$ cat config.mk
export PLATFORM = sky130hd
export DESIGN_NAME = if_queue_flat
export DESIGN_NICKNAME = d
export VERILOG_FILES = /design/src/rtl/cpu_pkg.sv /design/src/rtl/if_queue_if.sv /design/src/rtl/if_queue_mem.sv /design/src/rtl/if_queue.sv /design/src/flat_wrapper.sv
export SDC_FILE = /design/constraint.sdc
export NUM_CORES = 1
export LEC_CHECK = 0
export CORE_MARGIN = 2
export CORE_UTILIZATION = 55
export DETAILED_ROUTE_END_ITERATION = 8
export DONT_BUFFER_PORTS = 1
export GPL_TIMING_DRIVEN = 1
export PLACE_DENSITY = 0.7
export SETUP_SLACK_MARGIN = 0.2
export SLEW_MARGIN = 5
export SYNTH_ARGS = -nofsm -noshare
export SYNTH_HDL_FRONTEND = slang
export SYNTH_HIERARCHICAL = 1
export SYNTH_SLANG_ARGS = --single-unit
$ cat constraint.sdc
create_clock -name Clk -period 2.6 [get_ports Clk]
set_input_delay 0.39 -clock Clk [delete_from_list [all_inputs] [get_ports Clk]]
set_output_delay 0.39 -clock Clk [all_outputs]
set_load 0.05 [all_outputs]
$ cat src/rtl/cpu_pkg.sv
// Shared CPU front-end definitions: datapath width, reset PC and the
// {PC, instruction} record carried from fetch to decode.
package cpu_pkg;

    localparam int XLEN = 32;

    // Also used by the PC stage as its reset vector.
    localparam logic [XLEN-1:0] RESET_PC = 32'h0000_0000;

    typedef struct packed {
        logic [XLEN-1:0] pc;
        logic [XLEN-1:0] instr;
    } fetch_entry_t;

    // Saturating increment for 16-bit event monitors.
    function automatic logic [15:0] sat_inc16(input logic [15:0] value);
        return (value == 16'hFFFF) ? value : value + 16'd1;
    endfunction

endpackage

$ cat src/rtl/if_queue_if.sv
// Fetch-queue port bundle: the fetch/decode side drives push, pop and
// flush (master); the queue answers with flags, head entry and monitors (slave).
interface if_queue_if #(
    parameter int DEPTH = 4
);
    import cpu_pkg::*;

    localparam int AW = $clog2(DEPTH);

    logic            push;
    logic [XLEN-1:0] push_pc;
    logic [XLEN-1:0] push_instr;
    logic            full;
    logic            pop;
    logic            out_valid;
    logic [XLEN-1:0] out_pc;
    logic [XLEN-1:0] out_instr;
    logic            flush;
    logic [AW:0]     count;
    logic [15:0]     drop_cnt;

    modport master (
        output push, push_pc, push_instr, pop, flush,
        input  full, out_valid, out_pc, out_instr, count, drop_cnt
    );

    modport slave (
        input  push, push_pc, push_instr, pop, flush,
        output full, out_valid, out_pc, out_instr, count, drop_cnt
    );

endinterface

$ cat src/rtl/if_queue_mem.sv
// Entry storage for the fetch queue: DEPTH registers of one fetch record,
// written on the clock edge, read combinationally, cleared by reset.
module if_queue_mem
    import cpu_pkg::*;
#(
    parameter int DEPTH = 4,
    localparam int AW   = $clog2(DEPTH)
) (
    input  logic         Clk,
    input  logic         Clrn,
    input  logic         we,
    input  logic [AW-1:0] waddr,
    input  fetch_entry_t wdata,
    input  logic [AW-1:0] raddr,
    output fetch_entry_t rdata
);

    fetch_entry_t entries [DEPTH];

    genvar gi;
    generate
        for (gi = 0; gi < DEPTH; gi++) begin : g_entry
            fetch_entry_t entry_reg;

            // One slot: load when the write pointer selects it.
            always_ff @(posedge Clk or negedge Clrn) begin
                if (!Clrn) begin
                    entry_reg <= '0;
                end else if (we && (waddr == AW'(gi))) begin
                    entry_reg <= wdata;
                end
            end

            assign entries[gi] = entry_reg;
        end
    endgenerate

    // DEPTH is a power of two, so every raddr value selects a real slot.
    assign rdata = entries[raddr];

endmodule

$ cat src/rtl/if_queue.sv
// Instruction fetch queue between the PC stage and decode.
// Circular buffer with separate count; full feeds the PC stall, flush
// (redirect) empties the queue, drop_cnt counts pushes rejected while full.
// Optional build macro IF_QUEUE_BYPASS_EN: when the queue is empty an
// incoming push is shown at the outputs in the same cycle, and consumed
// without being stored if decode pops it at once.
module if_queue
    import cpu_pkg::*;
#(
    parameter int DEPTH = 4
) (
    input  logic Clk,
    input  logic Clrn,
    if_queue_if.slave q
);

    localparam int AW = $clog2(DEPTH);
    localparam logic [AW:0] FULL_COUNT = (AW + 1)'(DEPTH);
    localparam logic [AW:0] COUNT_ONE  = (AW + 1)'(1);
    localparam logic [AW-1:0] PTR_ONE  = AW'(1);

    logic [AW-1:0] rd_ptr_reg, rd_ptr_next;
    logic [AW-1:0] wr_ptr_reg, wr_ptr_next;
    logic [AW:0]   count_reg, count_next;
    logic [15:0]   drop_cnt_reg, drop_cnt_next;

    logic full_w;
    logic stored_valid_w;
    logic out_valid_w;
    logic bypass_w;
    logic push_acc_w;
    logic pop_acc_w;
    logic bypass_take_w;
    logic do_write_w;
    logic do_read_w;
    logic drop_w;

    fetch_entry_t wr_entry_w;
    fetch_entry_t head_w;

    // Flags come from the registered count only, so full never depends
    // on this cycle's push/pop and the PC stall path stays short.
    assign full_w         = (count_reg == FULL_COUNT);
    assign stored_valid_w = (count_reg != '0);

`ifdef IF_QUEUE_BYPASS_EN
    assign bypass_w = (count_reg == '0) && q.push && !q.flush;
`else
    assign bypass_w = 1'b0;
`endif

    assign out_valid_w = stored_valid_w || bypass_w;

    // Acceptance rules; flush wins over both push and pop.
    assign push_acc_w    = q.push && !full_w && !q.flush;
    assign pop_acc_w     = q.pop && out_valid_w && !q.flush;
    assign drop_w        = q.push && full_w && !q.flush;

    // A bypassed entry popped in the same cycle never touches storage.
    assign bypass_take_w = bypass_w && q.pop;
    assign do_write_w    = push_acc_w && !bypass_take_w;
    assign do_read_w     = pop_acc_w && !bypass_take_w;

    assign wr_entry_w.pc    = q.push_pc;
    assign wr_entry_w.instr = q.push_instr;

    if_queue_mem #(
        .DEPTH (DEPTH)
    ) u_mem (
        .Clk   (Clk),
        .Clrn  (Clrn),
        .we    (do_write_w),
        .waddr (wr_ptr_reg),
        .wdata (wr_entry_w),
        .raddr (rd_ptr_reg),
        .rdata (head_w)
    );

    // Next pointer, occupancy and drop-monitor values.
    always_comb begin
        rd_ptr_next   = rd_ptr_reg;
        wr_ptr_next   = wr_ptr_reg;
        count_next    = count_reg;
        drop_cnt_next = drop_cnt_reg;

        if (q.flush) begin
            rd_ptr_next = '0;
            wr_ptr_next = '0;
            count_next  = '0;
        end else begin
            if (do_write_w) begin
                wr_ptr_next = wr_ptr_reg + PTR_ONE;
            end
            if (do_read_w) begin
                rd_ptr_next = rd_ptr_reg + PTR_ONE;
            end
            case ({do_write_w, do_read_w})
                2'b10:   count_next = count_reg + COUNT_ONE;
                2'b01:   count_next = count_reg - COUNT_ONE;
                default: count_next = count_reg;
            endcase
            if (drop_w) begin
                drop_cnt_next = sat_inc16(drop_cnt_reg);
            end
        end
    end

    // State registers; reset empties the queue immediately.
    always_ff @(posedge Clk or negedge Clrn) begin
        if (!Clrn) begin
            rd_ptr_reg   <= '0;
            wr_ptr_reg   <= '0;
            count_reg    <= '0;
            drop_cnt_reg <= '0;
        end else begin
            rd_ptr_reg   <= rd_ptr_next;
            wr_ptr_reg   <= wr_ptr_next;
            count_reg    <= count_next;
            drop_cnt_reg <= drop_cnt_next;
        end
    end

    assign q.full      = full_w;
    assign q.out_valid = out_valid_w;
    assign q.out_pc    = bypass_w ? q.push_pc    : head_w.pc;
    assign q.out_instr = bypass_w ? q.push_instr : head_w.instr;
    assign q.count     = count_reg;
    assign q.drop_cnt  = drop_cnt_reg;

endmodule
$ cat src/flat_wrapper.sv
// flat-port wrapper written by rule: the top's interface ports become plain ports
module if_queue_flat import cpu_pkg::*;
#(
    parameter int DEPTH = 4
)
  (Clk, Clrn, q_push, q_push_pc, q_push_instr, q_pop, q_flush, q_full, q_out_valid, q_out_pc, q_out_instr, q_count, q_drop_cnt);
  if_queue_if #(.DEPTH(DEPTH)) q_i ();
  input  logic Clk;
  input  logic Clrn;
  input wire logic [$bits(q_i.push)-1:0] q_push;
  input wire logic [$bits(q_i.push_pc)-1:0] q_push_pc;
  input wire logic [$bits(q_i.push_instr)-1:0] q_push_instr;
  input wire logic [$bits(q_i.pop)-1:0] q_pop;
  input wire logic [$bits(q_i.flush)-1:0] q_flush;
  output wire logic [$bits(q_i.full)-1:0] q_full;
  output wire logic [$bits(q_i.out_valid)-1:0] q_out_valid;
  output wire logic [$bits(q_i.out_pc)-1:0] q_out_pc;
  output wire logic [$bits(q_i.out_instr)-1:0] q_out_instr;
  output wire logic [$bits(q_i.count)-1:0] q_count;
  output wire logic [$bits(q_i.drop_cnt)-1:0] q_drop_cnt;
  assign q_i.push = q_push;
  assign q_i.push_pc = q_push_pc;
  assign q_i.push_instr = q_push_instr;
  assign q_i.pop = q_pop;
  assign q_i.flush = q_flush;
  assign q_full = q_i.full;
  assign q_out_valid = q_i.out_valid;
  assign q_out_pc = q_i.out_pc;
  assign q_out_instr = q_i.out_instr;
  assign q_count = q_i.count;
  assign q_drop_cnt = q_i.drop_cnt;
  if_queue #(.DEPTH(DEPTH)) u_core (.Clk(Clk), .Clrn(Clrn), .q(q_i));
endmodule
# Word-level counts from Yosys, hierarchy flattened

Index checks and enable logic that the tools add are counted.

Bits in registers: 279
Input port bits: 69
Output and inout port bits: 85
Logic and storage cells: 55

$add $sub $neg: 5
$lt $le $gt $ge: 1
Equal/unequal tests: 7
Muxes and demuxes: 9
Bitwise operators: 3
Reduce and logical (&&, ||, !) cells: 18

Operators with widths:

| operator                                                               | count |
|---|---|
| 64-bit binary-select mux with 2-bit select                             | 1 |
| 64-bit 2-to-1 mux                                                      | 2 |
| 16-bit by 1-bit adder with 16-bit output (second input constant)       | 1 |
| 16-bit equality test (second input constant)                           | 1 |
| 1-bit logical AND                                                      | 10 |
| 2-bit 2-to-1 mux                                                       | 4 |
| 2-bit equality test (second input constant)                            | 3 |
| 3-bit one-hot mux with 2 select lines                                  | 1 |
| 3-bit nonzero test                                                     | 2 |
| 2-bit by 1-bit adder with 2-bit output (second input constant)         | 2 |
| 2-bit by 1-bit equality test with 1-bit output (second input constant) | 2 |
| 2-bit nonzero test                                                     | 2 |
| 3-bit by 1-bit adder with 3-bit output (second input constant)         | 1 |
| 3-bit equality test (second input constant)                            | 1 |
| 3-bit >= comparator (second input constant)                            | 1 |
| 3-bit 2-to-1 mux                                                       | 1 |
| 2-bit NOT with 3-bit output                                            | 1 |
| 3-bit AND reduction                                                    | 1 |
| 3-bit by 1-bit subtractor with 3-bit output (second input constant)    | 1 |
| 1-bit logical NOT                                                      | 2 |
| 2-bit logical NOT                                                      | 1 |
| 1-bit NOT                                                              | 2 |

# Depth between registers and ports, before layout

Gate-level depths: netlist (run 1).

Depth after elaboration: 7
Gate-level depth with buffers: 7
Depth with buffers taken out: 7

# Modules after synthesis

Netlist (run 1), hierarchy kept.

By module, submodules not included:

| module       | instances | cells each | area an instance (sq um) |
|---|---|---|---|
| if_queue_mem | 1         | 621        | 11109.4 |
| if_queue     | 1         | 114        | 1234.9 |

# Least setup slack after synthesis (run 1)

OpenSTA, ideal clock, no wires.

Path type: reg2reg
Start: reg u_core.count_reg[0] (netlist: u_core/q.count[0])
End: reg u_core.count_reg[2] (netlist: u_core/q.count[2])
Setup time: 0.125 ns
Data arrival time: 2.268 ns
Data required time: 2.475 ns
Setup slack: 0.207 ns
Cell stages (with the launch flop): 8
Cell sequence: dfrtp_1 > or3b_4 > clkinv_4 > o21ai_0 > nor2_1 > fa_1 > mux2i_1 > mux2_2

Cells in the longest elaborated chain, start to end: 7

RTL lines:

| what                                                                                  | RTL line           | text |
|---|---|---|
| from (decl)                                                                           | if_queue.sv:24     | `logic [AW:0] count_reg, count_next;` |
| from (signal assigned)                                                                | if_queue.sv:118    | `count_reg <= count_next;` |
| 3-bit equality test *                                                                 | if_queue.sv:43     | `assign full_w = (count_reg == FULL_COUNT);` |
| net q_full                                                                            | flat_wrapper.sv:15 | `output wire logic [$bits(q_i.full)-1:0] q_full;` |
| 1-bit logical NOT *                                                                   | if_queue.sv:55     | `assign push_acc_w = q.push && !full_w && !q.flush;` |
| 1-bit logical AND * (2 in series)                                                     | if_queue.sv:55     |  |
| 2-bit by 1-bit equality test with 1-bit output or 2-bit equality test (tied branches) | if_queue.sv:97     | `case ({do_write_w, do_read_w})` |
| 3-bit one-hot mux with 2 select lines                                                 | if_queue.sv:97     |  |
| 3-bit 2-to-1 mux                                                                      | if_queue.sv:86     | `if (q.flush) begin` |

The timed path passes the listed nets; every way through them passes the cells marked *.
A chain may end at the register's enable or synchronous reset.

# Worst setup path after layout (run 1)

Start: reg u_core.rd_ptr_reg[0]
End: out q_out_instr[5]

Cells in the longest elaborated chain, start to end: 4

RTL lines:

| what                                                  | RTL line           | text |
|---|---|---|
| from (decl)                                           | if_queue.sv:22     | `logic [AW-1:0] rd_ptr_reg, rd_ptr_next;` |
| from (signal assigned)                                | if_queue.sv:116    | `rd_ptr_reg <= rd_ptr_next;` |
| 2-bit NOT with 3-bit output (implied by the code)     | if_queue_mem.sv:39 | `assign rdata = entries[raddr];` |
| 64-bit binary-select mux with 2-bit select            | if_queue_mem.sv:39 |  |
| 64-bit 2-to-1 mux (implied by the code) (2 in series) | if_queue_mem.sv:39 |  |
| to (decl)                                             | flat_wrapper.sv:18 | `output wire logic [$bits(q_i.out_instr)-1:0] q_out_instr;` |

No other way between the ends. The select of a mux whose other input is x is not followed.

==> run_results.csv, run 1 <==
group,metric,value,unit
global_route,grt_max_degree,280,
power_and_ir_drop,intPower,11.2,mW
routing,vias,6709,
yosys,syn_inst,735,
sta,rsz0062_at_grt,"yes",
power_and_ir_drop,clock_power_share,0.229,
power_and_ir_drop,ir_worst_vdd,0.804,mV
yosys,syn-num-nets,806,
sta,min_period,2.38,ns
routing,drt_iter0_markers,329,
yosys,synth.top_cells.by_count,"dfrtp_1, mux2_2, mux2_1",
routing,avgViaCountPerCell,5.90,
sta,setup_ws,0.218,ns
sta,hold_viol_final,279,
setup_path,crit_start,"u_core/rd_ptr_reg[0]",
clock_tree,tritoncts,"done",
clock_tree,clk_pin_slew,0.06,ns
floorplan,io_pins,154,
floorplan,dieArea,23700,sq um
final_layout,nets,907,
yosys,synth_cell_types,44,
final_layout,drive_gt1_frac,0.414,
yosys,async_flop_share,1.00,
power_and_ir_drop,leakage,6.45,nW
sta,fmax,0.420,GHz
yosys,synthTopCellsByArea,"dfrtp_1, mux2_2, mux4_2",
final_layout,stdcell_count,1137,
flow_run,cap_violations,0,
yosys,yosysMostFrequentCell,"dfrtp_1",
placement,dpl.cell_count,1005,
sta,setup_viol,0,
sta,tightest_slew,0.591,ns
routing,wire_per_inst,22.5,microns
global_route,use_met1,0.282,
power_and_ir_drop,p_sw,6.47,mW
setup_path,reg2reg_from,"u_core/q.count[2]",
floorplan,start_util,0.562,
clock_tree,htreeDepth,1,
global_route,grt_first_pass_wirelength,40400,microns
worst_hold_path,hold_class,"input pin to async pin",
yosys,synth_top_area_frac,0.566,
power_and_ir_drop,power.density,1210,nW/um^2
routing,drt.antenna.violating_nets,0,
routing,wirelength,25600,microns
global_route,busiest_layer,"met2",
final_layout,fillerInstances,1496,
floorplan,dieHeight,154,microns
yosys,avgSynthCellArea,16.8,sq um
status,failed_checks,"negative hold slack",
floorplan,core_area,22000,sq um
final_layout,largest_reg_flops,256,
clock_tree,cts_sinks,279,
sta,hold_slack,-0.448,ns
global_route,gr-usage-met2,0.365,
setup_path,worstPathArrival,1.99,ns
placement,place_ws,0.341,ns
global_route,grt_overflow,0,
clock_tree,cts_buffers,29,
setup_path,reg2reg_depth,7,
setup_path,worstPathMaxFanout,5,
routing,drt_pass1_iterations,4,
yosys,synth_edf_count,0,
global_route,grt_use_met3,0.0502,
global_route,grt_usage,0.214,
sta,fin_crit_sh,0.916,
setup_path,end_kind,"output pin",
yosys,yosys_warnings,6,
sta,fin_skew,0.0133,ns
sta,report.final.slew_viol_count,0,
yosys,ys_seq_area_frac,0.566,
power_and_ir_drop,p_comb_frac,0.379,
final_layout,fin_area,14600,sq um
status,status,"finished, violations left",
global_route,grt_pass1_vias,7381,
sta,slew_headroom,0.603,
final_layout,area_delta_synth_final,17.9,%
placement,port_buffers,0,
setup_path,worstSetupPathType,"register to output pin",
yosys,synth_flop_cell,"dfrtp_1",
setup_path,cp-endpoint,"q_out_instr[5]",
floorplan,rows,54,
power_and_ir_drop,total_power,17.6,mW
clock_tree,worstSkewPairLatency,0.53,ns
power_and_ir_drop,pwr-share-seq,0.392,
yosys,yosys.area.top_type,"dfrtp_1",
setup_path,r2r_end,"u_core/q.count[2]",
placement,place.gp.congestion,0.787,
sta,setup_tns,0,ns
setup_path,critPathLaunchType,"register",
clock_tree,clockBufferDepth,3,
setup_path,regToRegSetupSlack,0.29,ns
placement,placed_area,12700,sq um
routing,drc_errors,0,
floorplan,die-width,154,microns
yosys,netlist_area,12300,sq um
clock_tree,cts-root-buf,"clkbuf_16",
yosys,yosys_register_bits,279,
global_route,antenna_found_initial,2,
power_and_ir_drop,sw_frac_of_total,0.367,
setup_path,critPathRequiredTime,2.21,ns
placement,dp_hpwl,15200,microns
-- cell type report --
cell class              count  area (sq um)  area share
diodes                      2          5.00    0.000344
repair buffers            112          1250      0.0858
flip-flops and latches    279          6990       0.480
multi-input cells         410          5010       0.344
well taps                 280           350      0.0241
inverters                   4          20.0     0.00138
clock inverters             6          85.1     0.00584
clock buffers              44           852      0.0585
-- critical path, cell delays in order, from the launching register on --
cell and delay, ns:
dfrtp_4 0.44, buf_12 0.15, buf_4 0.18, mux4_2 0.69
-- layout by cell type (no fill, tap or decap), types with 2 or more instances in the layout --
| cell | instances |
|---|---|
| clkbuf_1 | 8 |
| nand4_1 | 2 |
| nor3b_1 | 2 |
| nand3b_1 | 3 |
| dlygate4sd3_1 | 71 |
| buf_4 | 24 |
| buf_8 | 2 |
| and3_1 | 2 |
| diode_2 | 2 |
| clkbuf_16 | 33 |
| inv_1 | 3 |
| xor2_1 | 15 |
| bufinv_16 | 2 |
| mux4_2 | 64 |
| nor3_1 | 10 |
| clkinv_2 | 2 |
| clkinvlp_4 | 2 |
| nand2_1 | 7 |
| mux2_2 | 192 |
| o21ai_0 | 2 |
| nor2_1 | 8 |
| nor4_1 | 4 |
| mux2_1 | 66 |
| clkbuf_8 | 7 |
| nand3_1 | 7 |
| buf_12 | 10 |
| dfrtp_1 | 277 |
| xnor2_1 | 3 |
| nor2b_1 | 2 |
-- power groups by stage --
stage / clock, mW / combinational (mW) / sequential, mW
final: 4.04 / 6.67 / 6.91
after global routing: 4.34 / 6.98 / 7.10
after CTS: 4.15 / 6.53 / 6.92
after detailed placement: 0 / 6.35 / 7.02
after global placement: 0 / 6.20 / 6.82
after floorplan: 0 / 5.62 / 6.75
-- how the worst min path moves through the flow --
stage               from                         to  slack, ns
detailed placement  Clrn  u_core/u_mem/entries[140]       0.10
CTS                 Clrn  u_core/u_mem/entries[140]      -0.47
floorplan           Clrn          u_core/q.count[0]       0.09
finish              Clrn   u_core/u_mem/entries[76]      -0.45
global route        Clrn  u_core/u_mem/entries[140]      -0.47
global placement    Clrn  u_core/u_mem/entries[204]       0.10
-- metrics by stage --
| stage | hold WS [ns] | utilization |
|---|---|---|
| 2_1_floorplan | 0.0944 | - |
| 3_3_place_gp | 0.100 | 0.580 |
| 3_5_place_dp | 0.100 | 0.580 |
| 4_1_cts | -0.469 | 0.654 |
| 5_1_grt | -0.475 | 0.663 |
| 6_report | -0.448 | 0.663 |
-- timing repair --
item,in CTS,in global routing
gates cloned,0,4
buffers inserted,3,2
endpoints found under the hold margin,502,284
gates resized for setup,0,5
hold buffers,66,5
endpoints found under the setup margin,56,56
-- cells by family (layout without fill, tap and decap cells) --
group           Yosys count  after routing  share of synthesized area
simple gates             60             60                     0.0321
other cells               0              2                          0
xor+xnor                 18             18                     0.0128
buf+inv                  46            166                     0.0296
mux                     324            324                      0.354
fa+ha+maj                 2              2                    0.00264
compound gates            6              6                    0.00314
flops                   279            279                      0.566
-- metal layers --
metal | wire length (microns) | vias to the layer above
met1 | 10900 | 3561
met5 | 0 | -
met3 | 1440 | 37
met4 | 439 | 0
li1 | - | 2944
met2 | 12800 | 167
No activity file was read; power rests on OpenSTA's default activity.
==> inputs of run 2 (changes only) <==
==> constraint.sdc (replaced) <==
create_clock -name Clk -period 3.1 [get_ports Clk]
set_input_delay 0.465 -clock Clk [delete_from_list [all_inputs] [get_ports Clk]]
set_output_delay 0.465 -clock Clk [all_outputs]
set_load 0.05 [all_outputs]
==> run 2 against run 1 <==
Net effect:
- the flow still finishes with violations (negative hold slack)
- non-clock buffer count is 97 lower
- global-route usage is 0.84 points lower
- register-to-register slack better by 0.49 ns
- utilization is 4.6 points lower
- first-iteration DRC count is 18% lower
- sequential share of layout area is 3.6 points higher
- combinational power is 23% lower
- via count is 4.7% lower
- worst hold slack better by 0.088 ns
- die area stayed put
- critical path depth is 1 lower
==> run_results.csv, run 2 (synthesis gave the netlist of run 1 again) <==
group,metric,value,unit
clock_tree,clk_pin_slew,0.06,ns
routing,drt_pass1_iterations,4,
final_layout,drive_gt1_frac,0.437,
clock_tree,cts_sinks,279,
setup_path,critPathRequiredTime,2.63,ns
sta,slew_headroom,0.566,
final_layout,area_delta_synth_final,9.75,%
clock_tree,ctsResizeCount,0,
setup_path,r2r_end,"u_core/u_mem/entries[218]",
global_route,grt_max_degree,280,
sta,fin_skew,0.00853,ns
clock_tree,htreeDepth,1,
final_layout,largest_reg_flops,256,
sta,setup_viol,0,
final_layout,fillerInstances,1572,
setup_path,worstSetupPathType,"register to output pin",
sta,report.final.slew_viol_count,0,
floorplan,start_util,0.562,
setup_path,worstPathArrival,2.17,ns
global_route,grt_overflow,0,
final_layout,final_common_cell,"dfrtp_1",
setup_path,worstPathMaxFanout,33,
clock_tree,tritoncts,"done",
sta,min_period,2.64,ns
sta,hold_viol_final,279,
sta,hold_slack,-0.360,ns
floorplan,io_pins,154,
final_layout,mostFrequentLayoutCells,"dfrtp_1, mux2_2, mux2_1, mux4_2, clkbuf_16",
clock_tree,cts_setup_buffers,0,
sta,tightest_slew,0.651,ns
floorplan,core_area,22000,sq um
routing,drt.antenna.violating_nets,0,
routing,wire_per_inst,22.8,microns
flow_run,cap_violations,0,
final_layout,num_antenna_cells,0,
global_route,grt_first_pass_wirelength,38900,microns
clock_tree,worstSkewPairLatency,0.52,ns
clock_tree,clockBufferDepth,3,
power_and_ir_drop,ir_worst_vdd,0.553,mV
sta,rsz0062_at_grt,"no",
placement,dpl.cell_count,987,
clock_tree,cts-root-buf,"clkbuf_16",
worst_hold_path,hold_class,"input pin to async pin",
sta,setup_tns,0,ns
routing,vias,6392,
routing,avgViaCountPerCell,6.15,
setup_path,critPathLaunchType,"register",
global_route,antenna_found_initial,0,
routing,drt_iter0_markers,271,
sta,fin_crit_sh,0.850,
status,failed_checks,"negative hold slack",
floorplan,dieArea,23700,sq um
global_route,grt_pass1_vias,7257,
setup_path,reg2reg_from,"u_core/q.count[2]",
global_route,grt_usage,0.206,
setup_path,regToRegSetupSlack,0.78,ns
setup_path,end_kind,"output pin",
floorplan,rows,54,
status,status,"finished, violations left",
sta,fmax,0.379,GHz
placement,place.gp.congestion,0.762,
floorplan,die-width,154,microns
placement,port_buffers,0,
final_layout,nets,810,
clock_tree,cts_buffers,29,
floorplan,dieHeight,154,microns
clock_tree,hold_buffers,1,
setup_path,reg2reg_depth,6,
power_and_ir_drop,power.density,1070,nW/um^2
placement,dp_hpwl,14500,microns
routing,drc_errors,0,
power_and_ir_drop,leakage,6.00,nW
final_layout,stdcell_count,1040,
routing,wirelength,23700,microns
## run 2: changes by cell type in the layout (fill, tap and decap cells not counted), moves of 3 or more
cell / before / now
buf_12: 10 / 6
buf_4: 24 / 8
clkbuf_1: 8 / 5
clkbuf_16: 33 / 29
clkinv_2: 2 / 7
dlygate4sd3_1: 71 / 1
## run 2: per-layer routing
metal,global-route usage,wire length (microns),up-vias
met3,0.0614,1620,38
met2,0.354,11900,142
met1,0.262,9810,3460
li1,-,-,2752
met5,0,0,-
met4,0.0418,360,0
## run 2: critical path: stages (launching register included)
cell	delay (ns)
dfrtp_4	0.57
buf_12	0.32
mux4_2	0.73
## run 2: where the power goes
group          internal, mW  switching (mW)
Clock                  2.18            1.36
Sequential             5.09           0.770
Combinational          1.99            3.16
Total                  9.26            5.29
## run 2: final cells by class
class                           instances  area, sq um  share of cell area
Inverter                                4         20.0             0.00148
Clock inverter                         12          163              0.0120
Tap cell                              280          350              0.0259
Multi-Input combinational cell        410         5010               0.370
Timing Repair Buffer                   15          190              0.0140
Sequential cell                       279         6990               0.516
Clock buffer                           40          827              0.0610
## run 2: per-stage QoR
stage / setup slack (ns) / power (mW) / utilization / cell area, sq um / hold slack [ns]
after floorplan: 0.707 / 10.4 / - / 12300 / 0.169
after global placement: 0.804 / 10.9 / 0.571 / 12500 / 0.176
after detailed placement: 0.785 / 11.1 / 0.571 / 12500 / 0.176
after CTS: 0.399 / 14.7 / 0.617 / 13500 / -0.385
after global routing: 0.357 / 15.3 / 0.617 / 13500 / -0.389
final: 0.464 / 14.6 / 0.617 / 13500 / -0.360
## run 2: worst max-delay path by stage
stage / from / slack, ns / endpoint / cells after the start
floorplan: u_core/q.count[0] / 0.71 / u_core/q.count[2] / 7
global placement: u_core/q.count[2] / 0.80 / u_core/u_mem/entries[223] / 6
detailed placement: u_core/q.count[2] / 0.79 / u_core/u_mem/entries[244] / 6
CTS: u_core/rd_ptr_reg[0] / 0.40 / q_out_instr[23] / 2
global route: u_core/rd_ptr_reg[0] / 0.36 / q_out_instr[20] / 2
finish: u_core/rd_ptr_reg[0] / 0.46 / q_out_instr[29] / 2
